## src/rtl/eth_pkg.sv

```systemverilog
// Shared Ethernet-side definitions: AXIS widths and the TX arbiter state encoding.
package eth_pkg;

  localparam int ETH_DATA_WIDTH = 64;
  localparam int ETH_KEEP_WIDTH = ETH_DATA_WIDTH / 8;

  typedef enum logic [1:0] {
    ARB_IDLE = 2'd0,
    ARB_GNT0 = 2'd1,
    ARB_GNT1 = 2'd2
  } arb_state_t;

  // One-hot owner for a given arbiter state; 00 when idle.
  function automatic logic [1:0] arb_grant_onehot(input arb_state_t state);
    logic [1:0] onehot;
    onehot = 2'b00;
    if (state == ARB_GNT0) onehot = 2'b01;
    if (state == ARB_GNT1) onehot = 2'b10;
    return onehot;
  endfunction

endpackage

```

## src/rtl/axis_mux2.sv

```systemverilog
// Combinational 2:1 AXI-Stream mux selected by a one-hot grant.
// Unselected or idle selection drives every output to zero; the MAC's
// tready is returned only to the selected slave.
module axis_mux2 #(
  parameter int DATA_WIDTH = 64,
  parameter int KEEP_WIDTH = DATA_WIDTH / 8
) (
  input  logic [1:0]            i_sel,
  input  logic                  i_s0_tvalid,
  output logic                  o_s0_tready,
  input  logic [DATA_WIDTH-1:0] i_s0_tdata,
  input  logic [KEEP_WIDTH-1:0] i_s0_tkeep,
  input  logic                  i_s0_tlast,
  input  logic                  i_s0_tuser,
  input  logic                  i_s1_tvalid,
  output logic                  o_s1_tready,
  input  logic [DATA_WIDTH-1:0] i_s1_tdata,
  input  logic [KEEP_WIDTH-1:0] i_s1_tkeep,
  input  logic                  i_s1_tlast,
  input  logic                  i_s1_tuser,
  output logic                  o_m_tvalid,
  input  logic                  i_m_tready,
  output logic [DATA_WIDTH-1:0] o_m_tdata,
  output logic [KEEP_WIDTH-1:0] o_m_tkeep,
  output logic                  o_m_tlast,
  output logic                  o_m_tuser
);

  // Route the selected slave to the master and backpressure to its owner only.
  always_comb begin
    // NOTE: every output gets a default first so no path can infer a latch.
    o_m_tvalid  = 1'b0;
    o_m_tdata   = '0;
    o_m_tkeep   = '0;
    o_m_tlast   = 1'b0;
    o_m_tuser   = 1'b0;
    o_s0_tready = 1'b0;
    o_s1_tready = 1'b0;
    case (i_sel)
      2'b01: begin
        o_m_tvalid  = i_s0_tvalid;
        o_m_tdata   = i_s0_tdata;
        o_m_tkeep   = i_s0_tkeep;
        o_m_tlast   = i_s0_tlast;
        o_m_tuser   = i_s0_tuser;
        o_s0_tready = i_m_tready;
      end
      2'b10: begin
        o_m_tvalid  = i_s1_tvalid;
        o_m_tdata   = i_s1_tdata;
        o_m_tkeep   = i_s1_tkeep;
        o_m_tlast   = i_s1_tlast;
        o_m_tuser   = i_s1_tuser;
        o_s1_tready = i_m_tready;
      end
      default: ;
    endcase
  end

endmodule

```

## src/rtl/eth_tx_arbiter.sv

```systemverilog
// Packet-granular round-robin arbiter sharing one MAC TX AXIS port between
// two requesters. A grant is held until the owner's tlast handshake, so
// frames never interleave. Optional statistics counters are compiled in
// with the macro ETH_TX_ARB_STATS_EN.
module eth_tx_arbiter
  import eth_pkg::*;
#(
  parameter int DATA_WIDTH = ETH_DATA_WIDTH,
  parameter int KEEP_WIDTH = DATA_WIDTH / 8,
  parameter int CNT_WIDTH  = 32
) (
  input  logic                  clk156,
  input  logic                  eth_rst_n,
  input  logic                  s_axis_in0_tvalid,
  output logic                  s_axis_in0_tready,
  input  logic [DATA_WIDTH-1:0] s_axis_in0_tdata,
  input  logic [KEEP_WIDTH-1:0] s_axis_in0_tkeep,
  input  logic                  s_axis_in0_tlast,
  input  logic                  s_axis_in0_tuser,
  input  logic                  s_axis_in1_tvalid,
  output logic                  s_axis_in1_tready,
  input  logic [DATA_WIDTH-1:0] s_axis_in1_tdata,
  input  logic [KEEP_WIDTH-1:0] s_axis_in1_tkeep,
  input  logic                  s_axis_in1_tlast,
  input  logic                  s_axis_in1_tuser,
  output logic                  m_axis_tx_tvalid,
  input  logic                  m_axis_tx_tready,
  output logic [DATA_WIDTH-1:0] m_axis_tx_tdata,
  output logic [KEEP_WIDTH-1:0] m_axis_tx_tkeep,
  output logic                  m_axis_tx_tlast,
  output logic                  m_axis_tx_tuser,
  output logic [1:0]            grant,
  output logic                  busy
`ifdef ETH_TX_ARB_STATS_EN
  ,
  output logic [CNT_WIDTH-1:0]  frame_cnt0,
  output logic [CNT_WIDTH-1:0]  frame_cnt1,
  output logic [CNT_WIDTH-1:0]  contend_cnt
`endif
);

  arb_state_t r_state;
  arb_state_t w_next_state;
  logic       r_last_grant;  // 0 = port 0 owned last, 1 = port 1 owned last
  logic       w_eof0;
  logic       w_eof1;
  logic       w_contend;

  // End-of-frame handshakes of the current owner, and IDLE contention.
  assign w_eof0    = (r_state == ARB_GNT0) & s_axis_in0_tvalid & m_axis_tx_tready & s_axis_in0_tlast;
  assign w_eof1    = (r_state == ARB_GNT1) & s_axis_in1_tvalid & m_axis_tx_tready & s_axis_in1_tlast;
  assign w_contend = (r_state == ARB_IDLE) & s_axis_in0_tvalid & s_axis_in1_tvalid;

  // State register.
  always_ff @(posedge clk156 or negedge eth_rst_n) begin
    // NOTE: clocked state uses non-blocking assignments so all flops update together.
    if (!eth_rst_n) r_state <= ARB_IDLE;
    else            r_state <= w_next_state;
  end

  // Next-state: round-robin pick in IDLE, hold the grant until tlast.
  always_comb begin
    w_next_state = r_state;
    unique case (r_state)
      ARB_IDLE: begin
        if (s_axis_in0_tvalid && s_axis_in1_tvalid)
          w_next_state = r_last_grant ? ARB_GNT0 : ARB_GNT1;
        else if (s_axis_in0_tvalid)
          w_next_state = ARB_GNT0;
        else if (s_axis_in1_tvalid)
          w_next_state = ARB_GNT1;
      end
      ARB_GNT0: if (w_eof0) w_next_state = ARB_IDLE;
      ARB_GNT1: if (w_eof1) w_next_state = ARB_IDLE;
      default:  w_next_state = ARB_IDLE;
    endcase
  end

  // Outputs decoded from the registered state.
  always_comb begin
    grant = arb_grant_onehot(r_state);
    busy  = (r_state != ARB_IDLE);
  end

  // Remember which port finished the most recent frame.
  always_ff @(posedge clk156 or negedge eth_rst_n) begin
    if (!eth_rst_n)  r_last_grant <= 1'b1;
    else if (w_eof0) r_last_grant <= 1'b0;
    else if (w_eof1) r_last_grant <= 1'b1;
  end

  axis_mux2 #(
    .DATA_WIDTH (DATA_WIDTH),
    .KEEP_WIDTH (KEEP_WIDTH)
  ) u_mux (
    .i_sel       (grant),
    .i_s0_tvalid (s_axis_in0_tvalid),
    .o_s0_tready (s_axis_in0_tready),
    .i_s0_tdata  (s_axis_in0_tdata),
    .i_s0_tkeep  (s_axis_in0_tkeep),
    .i_s0_tlast  (s_axis_in0_tlast),
    .i_s0_tuser  (s_axis_in0_tuser),
    .i_s1_tvalid (s_axis_in1_tvalid),
    .o_s1_tready (s_axis_in1_tready),
    .i_s1_tdata  (s_axis_in1_tdata),
    .i_s1_tkeep  (s_axis_in1_tkeep),
    .i_s1_tlast  (s_axis_in1_tlast),
    .i_s1_tuser  (s_axis_in1_tuser),
    .o_m_tvalid  (m_axis_tx_tvalid),
    .i_m_tready  (m_axis_tx_tready),
    .o_m_tdata   (m_axis_tx_tdata),
    .o_m_tkeep   (m_axis_tx_tkeep),
    .o_m_tlast   (m_axis_tx_tlast),
    .o_m_tuser   (m_axis_tx_tuser)
  );

`ifdef ETH_TX_ARB_STATS_EN
  // Statistics: per-port completed frames and IDLE contention cycles, wrapping.
  always_ff @(posedge clk156 or negedge eth_rst_n) begin
    if (!eth_rst_n) begin
      frame_cnt0  <= '0;
      frame_cnt1  <= '0;
      contend_cnt <= '0;
    end else begin
      if (w_eof0)    frame_cnt0  <= frame_cnt0 + 1'b1;
      if (w_eof1)    frame_cnt1  <= frame_cnt1 + 1'b1;
      if (w_contend) contend_cnt <= contend_cnt + 1'b1;
    end
  end
`else
  logic w_unused;
  assign w_unused = w_contend;
`endif

endmodule
```

## config.mk

```make
export PLATFORM = sky130hd
export DESIGN_NAME = eth_tx_arbiter
export DESIGN_NICKNAME = d
export VERILOG_FILES = /design/src/rtl/eth_pkg.sv /design/src/rtl/axis_mux2.sv /design/src/rtl/eth_tx_arbiter.sv
export SDC_FILE = /design/constraint.sdc
export NUM_CORES = 1
export LEC_CHECK = 0
export BUFFER_PORTS_ARGS = -buffer_cell sky130_fd_sc_hd__buf_2
export CAP_MARGIN = 0
export CELL_PAD_IN_SITES_DETAIL_PLACEMENT = 1
export CELL_PAD_IN_SITES_GLOBAL_PLACEMENT = 2
export CORE_ASPECT_RATIO = 0.8
export CORE_UTILIZATION = 10
export CTS_BUF_LIST = sky130_fd_sc_hd__clkbuf_2 sky130_fd_sc_hd__clkbuf_4 sky130_fd_sc_hd__clkbuf_8
export DETAILED_ROUTE_END_ITERATION = 10
export GPL_ROUTABILITY_DRIVEN = 0
export PLACE_DENSITY_LB_ADDON = 0.1
export SLEW_MARGIN = 0
export SYNTH_ARGS = -nofsm -noshare
export SYNTH_HDL_FRONTEND = slang
export SYNTH_HIERARCHICAL = 1
export SYNTH_SLANG_ARGS = --single-unit
```

## constraint.sdc

```tcl
create_clock -name clk156 -period 2.5 [get_ports clk156]
set_input_delay 0.125 -clock clk156 [delete_from_list [all_inputs] [get_ports clk156]]
set_output_delay 0.125 -clock clk156 [all_outputs]
set_load 0.02 [all_outputs]
```

==> metrics, run 1 <==
largest net degree at the start of global routing=48; critical path endpoint category=output pin; hold path startpoint=s_axis_in0_tvalid; number of buffers created by CTS=3; antenna cells=0; DRT iter0 DRCs=between 70 and 80; period utilization=84.40%; largest vdd supply drop=roughly 0.00076 V; CTS clk-pin slew, worst paths=0.03 ns; Nets=roughly 570; maximum clock rate=between 400 and 500 MHz; post-synthesis compound-gate area fraction=roughly 50%; GR Overflow Total=0; total track usage=11.19%; commonest non-fill, non-tap cell in the layout=buf_2; syn nets=around 350; Pins Over Slew Limit=0; sequential area share after synthesis=6.401%; hold endpoint=r_state[0]; vias in the first global route=2183; Pwr Total=3.131 mW; root buffer cell=clkbuf_8; Worst R2R End=r_state[0]; hold_buf cts=1; worst path required time=between 2 and 2.5 ns; P&R area growth vs syn=112.8%; Rows=35; synth warn=6; setup TNS=0 ns; area leader, netlist=a22oi_1; most frequent cells in the layout=232 x buf_2, 75 x a22oi_1, 75 x nor2_1; Final Hold Viols=0; Synth Cell Area=approximately 0.0012 mm²; layout cell share with drive strength beyond 1=roughly three fifths; IO Port Bufs=between 200 and 250; FF-to-FF path depth=3; io pins=233; CTS tree=yes; Setup Skew=slightly below 0.003 ns; largest cells by area after synthesis=a22oi_1 47%, nor2_1 24%, buf_2 6.3%; Yosys cell types=20; Worst Path Max Fanout=between 40 and 50; worst min path class=in2reg; chip width=between 100 and 150 µm; status=finished clean; placed wire-length estimate=6.094 mm; Synth top area share=a little under half; register bit total from synthesis=3; r2r startpoint=r_last_grant; adder-cell share of the synthesized area=2.099%; initial antenna violation count=0; XOR/XNOR share of the synthesized area=0%; pwr dens=1234 mW/mm²; global-route wire length before repair=~11 mm; Worst Path Arrival=1.99 ns; CTS H-Tree Depth=1; Critical Path Source Type=flop; hold path cells=3; largest family of logic cells by synthesized area=compound AO/OA/AOI/OAI gates; per-cell routed wire length=13.65 µm; Floorplan Core Area=0.01156 mm²; Max-Cap Viols=0; simple-gate area share of the yosys netlist=between 20% and 30%; via count=2377; Design Area, Final=about 0.0025 mm²; DRC Markers=0; Mean Syn Cell Area=between 5 and 6 µm²; Die Footprint=between 0.01 and 0.015 mm²; first drt pass iteration count=4; Synth Instances=about 200; Initial Util=around a tenth; worst slew pin tran=around 0.43 ns; wirelength, routed=a little under 8 mm; WS Path Type=reg2out; Post-CTS Resized=0; clock latency on the worst-skew pair=approximately 0.22 ns; die height=~100 µm; Pleak=approximately 1.4 nW; Slew Limit Headroom=71.23%; Vias per Instance=between 4 and 5; Hold Slack=about 0.21 ns; DRT antenna net count=0; Post-CTS Setup Bufs=0; Placed Instance Area=~0.0025 mm²; unrepaired setup endpoints after global routing=no; r2r setup slk=around 1.6 ns; clk buf depth=2; CTS sink count=3; fin crit period=roughly 2.1 ns; Setup-failing EPs final=0; post-synthesis mux area share=0%
[report_power, final]
part	internal, mW	total (mW)	switching [mW]
Combinational	0.965	2.86	1.90
Clock	0.120	0.156	0.0364
Sequential	0.0776	0.112	0.0340
[cell usage after synthesis]
master	count
clkbuf_1	2
dfstp_2	1
nand2b_1	1
nand3b_1	2
nand2_1	3
buf_4	7
and2_1	2
dfrtp_1	2
inv_1	2
and2b_1	1
buf_2	15
a22oi_1	75
nor2_1	75
or2_2	1
nand3_1	2
o21ai_0	1
a41oi_1	1
nor2b_1	1
a21oi_1	3
ha_1	2
[how the worst max path moves through the flow]
stage | cells past startpoint | endpoint | slack, ns | startpoint
after global routing | 6 | m_axis_tx_tdata[63] | 0.19 | r_state[1]
after detailed placement | 6 | m_axis_tx_tdata[19] | 0.59 | r_state[1]
final | 6 | m_axis_tx_tdata[19] | 0.39 | r_state[1]
after global placement | 6 | m_axis_tx_tdata[19] | 0.61 | r_state[1]
after CTS | 6 | m_axis_tx_tdata[19] | 0.35 | r_state[1]
after floorplan | 5 | m_axis_tx_tdata[10] | 0.58 | r_state[1]
[area by class of cell]
cell class	instances	area [µm²]
Multi-Input combinational cell	170	978.4
Sequential cell	3	76.32
Tap cell	148	185.2
Inverter	2	7.507
Timing Repair Buffer	239	1241
Clock buffer	4	48.80
Fill cell	1523	9024
[sequential cells by signal, summed over array words and instances, names as in the netlist]
name / flops
r_state: 2
r_last_grant: 1
[logic make-up (layout without fill, tap and decap cells)]
| family | Yosys count | in the layout |
|---|---|---|
| buffers and inverters | 26 | 245 |
| flip-flops | 3 | 3 |
| adder cells (fa/ha/maj) | 2 | 2 |
| AO/OA/AOI/OAI | 80 | 80 |
| AND/OR/NAND/NOR | 88 | 88 |
[routing by layer]
metal | track usage [%] | wire length [µm]
met5 | 0 | 0
met1 | 12.19 | 2956
met2 | 21.76 | 3921
met4 | 1.740 | 52
met3 | 2.695 | 793
[metrics by stage]
| stage | std cells | setup slack (ns) | utilization [%] |
|---|---|---|---|
| after floorplan | 199 | 0.5794 | - |
| after global placement | 561 | 0.6091 | 21.44 |
| after detailed placement | 561 | 0.5856 | 21.44 |
| after CTS | 566 | 0.3520 | 21.95 |
| after global routing | 566 | 0.1896 | 21.95 |
| final | 566 | 0.3899 | 21.95 |
[worst max-delay path, cell delays in order (launching register included)]
cell and delay (ns):
dfrtp_1 0.43, and2b_1 0.26, inv_1 0.06, ha_2 0.31
buf_4 0.37, nor2_1 0.13, buf_2 0.18
Power figures use the tool's default switching activity.
==> run 2: changes to the inputs <==
Clock period 2.5 ns to 1.7 ns, I/O delays scaled along.
==> run 2 against run 1 <==
  * The flow now finishes with violations (negative setup slack)
  * Clock skew decreased by 0.0022 ns
  * Die area unchanged
  * Worst setup slack got worse by 0.52 ns
  * Worst hold slack got worse by 0.036 ns
  * Critical endpoint is now m_axis_tx_tdata[48]
  * Critical path depth increased by 2
  * Largest power group unchanged
  * Non-clock buffer count increased by 32
  * Sequential share of layout area decreased by 1.0 points
  * Sequential power increased by 32%
==> metrics, run 2 (synthesis results as in run 1) <==
total track usage=12.66%; critical path endpoint category=output pin; DRT antenna net count=0; Worst Path Max Fanout=7; most frequent cells in the layout=166 x buf_2, 63 x a22oi_2, 50 x buf_4; Post-Place Worst Slack=between 0.06 and 0.07 ns; antenna cells=0; fin crit period=around 1.8 ns; worst min path class=in2reg; DRC Markers=0; Vias per Instance=between 4 and 5; CP Cell Sequence=and2b_2 > inv_2 > ha_4 > buf_6 > buf_12 > a22oi_2 > nor2_4 > buf_6; root buffer cell=clkbuf_8; P&R area growth vs syn=219.7%; period utilization=107.7%; first drt pass iteration count=3; most flop-heavy register=r_state; Setup-failing EPs final=just under 80; Worst Path Arrival=roughly 1.8 ns; clock latency on the worst-skew pair=~0.22 ns; Setup Skew=between 0.0007 and 0.0008 ns; Filler cells=approximately 1400; most used cell, CP=buf_6; failing checks=negative setup slack; vias in the first global route=2443; layout cell share with drive strength beyond 1=about 88%; DRT iter0 DRCs=37; number of buffers created by CTS=3; placed wire-length estimate=~6.5 mm; unrepaired setup endpoints after global routing=yes; Pwr Total=8.492 mW; pwr dens=~2200 mW/mm²; worst slew pin tran=0.2322 ns; worst path required time=1.62 ns; chip width=124.1 µm; initial antenna violation count=0; CTS H-Tree Depth=1; CP top delay family=buffers and inverters; Die Footprint=between 0.01 and 0.015 mm²; max reg flops=2; IO Port Bufs=around 230; largest net degree at the start of global routing=35; Critical Path Stages=8; Critical Path Source Type=flop; global-route wire length before repair=12.43 mm; CTS tree=yes; WP buf/inv=4; Pleak=between 1.5 and 2 nW; hold path startpoint=s_axis_in0_tvalid; via count=about 2600; crit path from=r_state[1]; Slew Limit Headroom=a little over four fifths; wirelength, routed=slightly above 9 mm; Initial Util=between 10 and 15%; commonest non-fill, non-tap cell in the layout=buf_2; WS Path Type=reg2out; CP peak stage delay=around 0.38 ns; hold path cells=3; io pins=between 200 and 250; CP max stage cell=dfrtp_1; largest vdd supply drop=~0.00054 V; per-cell routed wire length=between 15 and 20 µm; status=finished with violations; CTS sink count=3; Floorplan Core Area=0.01156 mm²; Max-Cap Viols=0; Rows=35; Nets=about 600; die height=between 90 and 100 µm; Pins Over Slew Limit=0; CTS clk-pin slew, worst paths=0.03 ns; Register Area=around 76 µm²; Final Hold Viols=0; r2r startpoint=r_state[0]; FF-to-FF path depth=4; clk buf depth=2; final worst slack=-0.1314 ns; GR Overflow Total=0; top flop regs=r_state x2, r_last_grant x1; Multi-input gate area=~0.0015 mm²; setup TNS=-7.043 ns; maximum clock rate=~550 MHz
-- run 2: changes by cell type in the layout (fill, tap and decap cells not counted), sizes merged --
cell,before,now
buf,238,267
clkbuf,4,7
-- run 2: timing repair --
| item | in CTS | in global routing |
|---|---|---|
| buffers inserted | 9 | 5 |
| cloned | 2 | 5 |
| pin swaps | 12 | 4 |
| setup endpoints to repair | 76 | 77 |
| hold endpoints to repair | 3 | 0 |
| resized for setup | 134 | 58 |
| hold buffers | 1 | 0 |
-- run 2: report_power, final --
part | total [mW] | switching [mW] | internal (mW)
Sequential | 0.148 | 0.0334 | 0.114
Combinational | 8.12 | 4.12 | 4.00
Clock | 0.226 | 0.0500 | 0.176
-- run 2: through the flow --
step | utilization [%] | cells | cell area (µm²) | hold WS, ns
finish | 32.98 | 598 | 3812 | 0.1768
global placement | 24.18 | 573 | 2795 | -0.1126
CTS | 29.53 | 588 | 3415 | 0.1699
floorplan | - | 199 | 1321 | -0.2106
global route | 32.98 | 598 | 3812 | 0.2020
detailed placement | 24.18 | 573 | 2795 | -0.1118
-- run 2: worst paths after layout --
kind	end	slack (ns)
max in group asynchronous	r_last_grant	1.31
max	m_axis_tx_tdata[48]	-0.13
min in group asynchronous	r_state[0]	0.19
min	r_state[0]	0.18
min reg2reg	r_last_grant	0.51
max reg2reg	r_state[0]	0.64
-- run 2: layout make-up --
class                           instances  area share [%]
Timing Repair Buffer                  271           52.45
Multi-Input combinational cell        170           39.22
Tap cell                              148           4.857
Sequential cell                         3           2.002
Clock buffer                            4           1.280
Inverter                                2          0.1969
-- run 2: worst register-to-register path, stage by stage (launching register included) --
cell and delay (ns):
dfrtp_1 0.41, buf_4 0.15, buf_4 0.14, nand3b_1 0.14
a21oi_1 0.15
-- run 2: metal layers --
layer | global-route usage [%] | vias up | wire length, µm
met4 | 1.190 | 0 | 44
li1 | - | 1245 | -
met3 | 2.351 | 4 | 722
met5 | 0 | - | 0
met1 | 14.55 | 1220 | 3574
met2 | 24.56 | 117 | 4725
==> run 3: changes to the inputs <==
Settings changed: SYNTH_HIERARCHICAL 1 to unset.
==> run 3 against run 2 <==
  * The run now ends clean
  * Worst setup slack better by 0.17 ns
  * Die area is 18% higher
  * Clock skew is 0.00055 ns lower
  * Critical path depth is 2 lower
  * Utilization is 8.9 points lower
  * Critical path type unchanged
  * Critical endpoint is now m_axis_tx_tdata[41]
  * Largest power group unchanged
==> metrics, run 3 <==
Filler cells=approximately 1700; max reg flops=2; setup TNS=0 ns; Nets=583; worst slew pin tran=roughly 0.21 ns; worst min path class=in2reg; Setup-failing EPs final=0; Die Footprint=0.01461 mm²; placed wire-length estimate=around 6.5 mm; DRT antenna net count=0; CTS H-Tree Depth=1; Rows=38; die height=~110 µm; root buffer cell=clkbuf_8; initial antenna violation count=0; chip width=134.9 µm; GR Overflow Total=0; layout cell share with drive strength beyond 1=66.82%; Post-synth EDFFs=0; sequential area share after synthesis=5.403%; top flop regs=r_state x2, r_last_grant x1; Yosys cell types=22; largest vdd supply drop=approximately 0.00081 V; most frequent cells in the layout=163 x buf_2, 70 x a22oi_1, 64 x buf_4; ys flop type=dfrtp_1; Clock power frac=a little over 4%; Pleak=~1.6 nW; commonest non-fill, non-tap cell in the layout=buf_2; vias in the first global route=between 2000 and 2500; io pins=about 230; first drt pass iteration count=4; register bit total from synthesis=3; IO Port Bufs=about 230; Slew Limit Headroom=roughly 86%; CTS tree=yes; DRT iter0 DRCs=between 50 and 60; worst path required time=approximately 1.6 ns; P&R area growth vs syn=133.7%; WS Path Type=reg2out; Worst Path Arrival=approximately 1.6 ns; Register Area=76.32 µm²; clock latency on the worst-skew pair=0.21 ns; maximum clock rate=between 600 and 700 MHz; pwr dens=roughly 1600 mW/mm²; Synth Cell Area=around 0.0014 mm²; Placed Cells=about 600; CTS clk-pin slew, worst paths=roughly 0.030 ns; Switching Share=49.03%; Synth top cells by count=75 x a22oi_1, 75 x nor2b_1, 11 x buf_2; Pins Over Slew Limit=0; status=finished clean; per-cell routed wire length=15.15 µm; DRC Markers=0; Switch Pwr=2.621 mW; Critical Path Source Type=flop; Mean Syn Cell Area=between 7 and 8 µm²; Max-Cap Viols=0; largest net degree at the start of global routing=38; Int Pwr=2.725 mW; Synth top area share=39.86%; number of buffers created by CTS=3; most flop-heavy register=r_state; Setup Skew=around 0.00023 ns; Vias per Instance=~4; Synth Instances=200; critical path endpoint category=output pin; synth warn=0; FFs w/ async S/R, synth=100.0%; via count=~2400; syn nets=357; largest cells by area after synthesis=a22oi_1 40%, nor2b_1 33%, buf_2 3.9%; clk buf depth=2; fin crit period=1.664 ns; unrepaired setup endpoints after global routing=yes; Final Hold Viols=0; total track usage=between 10 and 15%; CTS sink count=3; Floorplan Core Area=around 0.014 mm²; antenna cells=0; Worst Path Max Fanout=33; Sequential Power Share=about 2.5%; Multi-input gate area=roughly 0.0013 mm²; area leader, netlist=a22oi_1; period utilization=97.87%; global-route wire length before repair=approximately 13 mm; wirelength, routed=9.166 mm; part of the power in combinational logic=just over 90%; Post-Layout Cell Count=just over 600; Initial Util=between 10% and 20%
[run 3: cell types whose count changed in the layout (fill, tap and decap cells not counted), sizes merged, moves of 2 or more]
| cell | change |
|---|---|
| nor2b | +74 |
| nand2 | -2 |
| nor2 | -74 |
| buf | -24 |
| nand3b | -2 |
| ha | +2 |
[run 3: power groups by stage]
stage	combinational (mW)	clock (mW)	sequential, mW
2_1_floorplan	2.76	0	0.128
3_3_place_gp	4.16	0	0.135
3_5_place_dp	4.13	0	0.135
4_1_cts	4.62	0.227	0.133
5_1_grt	5.41	0.239	0.137
6_report	4.99	0.221	0.132
[run 3: area by class of cell]
cell class	count	area share, %
repair buffers	246	49.60
multi-input cells	169	39.45
well taps	180	6.821
flip-flops and latches	3	2.311
clock buffers	4	1.478
inverters	3	0.3410
[run 3: routing by layer]
metal / vias up / global-route usage (%) / share of wire, %
li1: 1190 / - / -
met1: 1127 / 13.53 / 42
met5: - / 0 / 0
met2: 109 / 20.99 / 51
met3: 2 / 2.438 / 7.2
met4: 0 / 0.7223 / 0.37
[run 3: logic make-up (layout without fill, tap and decap cells)]
group | count (synthesis) | after routing | share of synthesized area (%)
AO/OA/AOI/OAI | 80 | 80 | 42.43
adder cells (fa/ha/maj) | 4 | 4 | 3.543
buffers and inverters | 28 | 253 | 10.54
flip-flops | 3 | 3 | 5.403
multiplexers | 2 | 2 | 1.771
AND/OR/NAND/NOR | 83 | 83 | 36.32
[run 3: worst paths after layout]
kind	from	to	slack, ns	depth (start not counted)
min reg2reg	r_last_grant	r_last_grant	0.58	2
max reg2reg	r_state[1]	r_state[1]	0.27	5
max in group asynchronous	eth_rst_n	r_last_grant	1.30	2
min in group asynchronous	eth_rst_n	r_state[1]	0.20	2
min	s_axis_in0_tvalid	r_state[0]	0.19	3
max	r_state[0]	m_axis_tx_tdata[41]	0.04	6
[run 3: through the flow]
| step | power [mW] | util [%] | worst slack [ns] | hold slack [ns] | area [µm²] |
|---|---|---|---|---|---|
| 4_1_cts | 4.982 | 22.19 | 0.0002609 | 0.1897 | 3038 |
| 5_1_grt | 5.790 | 24.11 | -0.06639 | 0.1943 | 3302 |
| 6_report | 5.345 | 24.11 | 0.03627 | 0.1944 | 3302 |
| 2_1_floorplan | 2.891 | - | 0.06671 | -0.2106 | 1463 |
| 3_3_place_gp | 4.290 | 20.73 | 0.1734 | -0.1088 | 2839 |
| 3_5_place_dp | 4.269 | 20.73 | 0.1657 | -0.1126 | 2839 |
[run 3: worst max-delay path: stages, from the launching register on]
cell and delay (ns):
dfrtp_1 0.39, buf_4 0.15, ha_4 0.19, buf_12 0.17
a22oi_1 0.22, nor2b_2 0.06, buf_4 0.16
[run 3: repair_timing]
item,4_1_cts,5_1_grt
endpoints found under the hold margin,3,0
resized for setup,9,81
hold buffers,1,0
gates cloned,3,2
pin swaps,1,1
buffers inserted,2,0
setup endpoints to repair,55,51
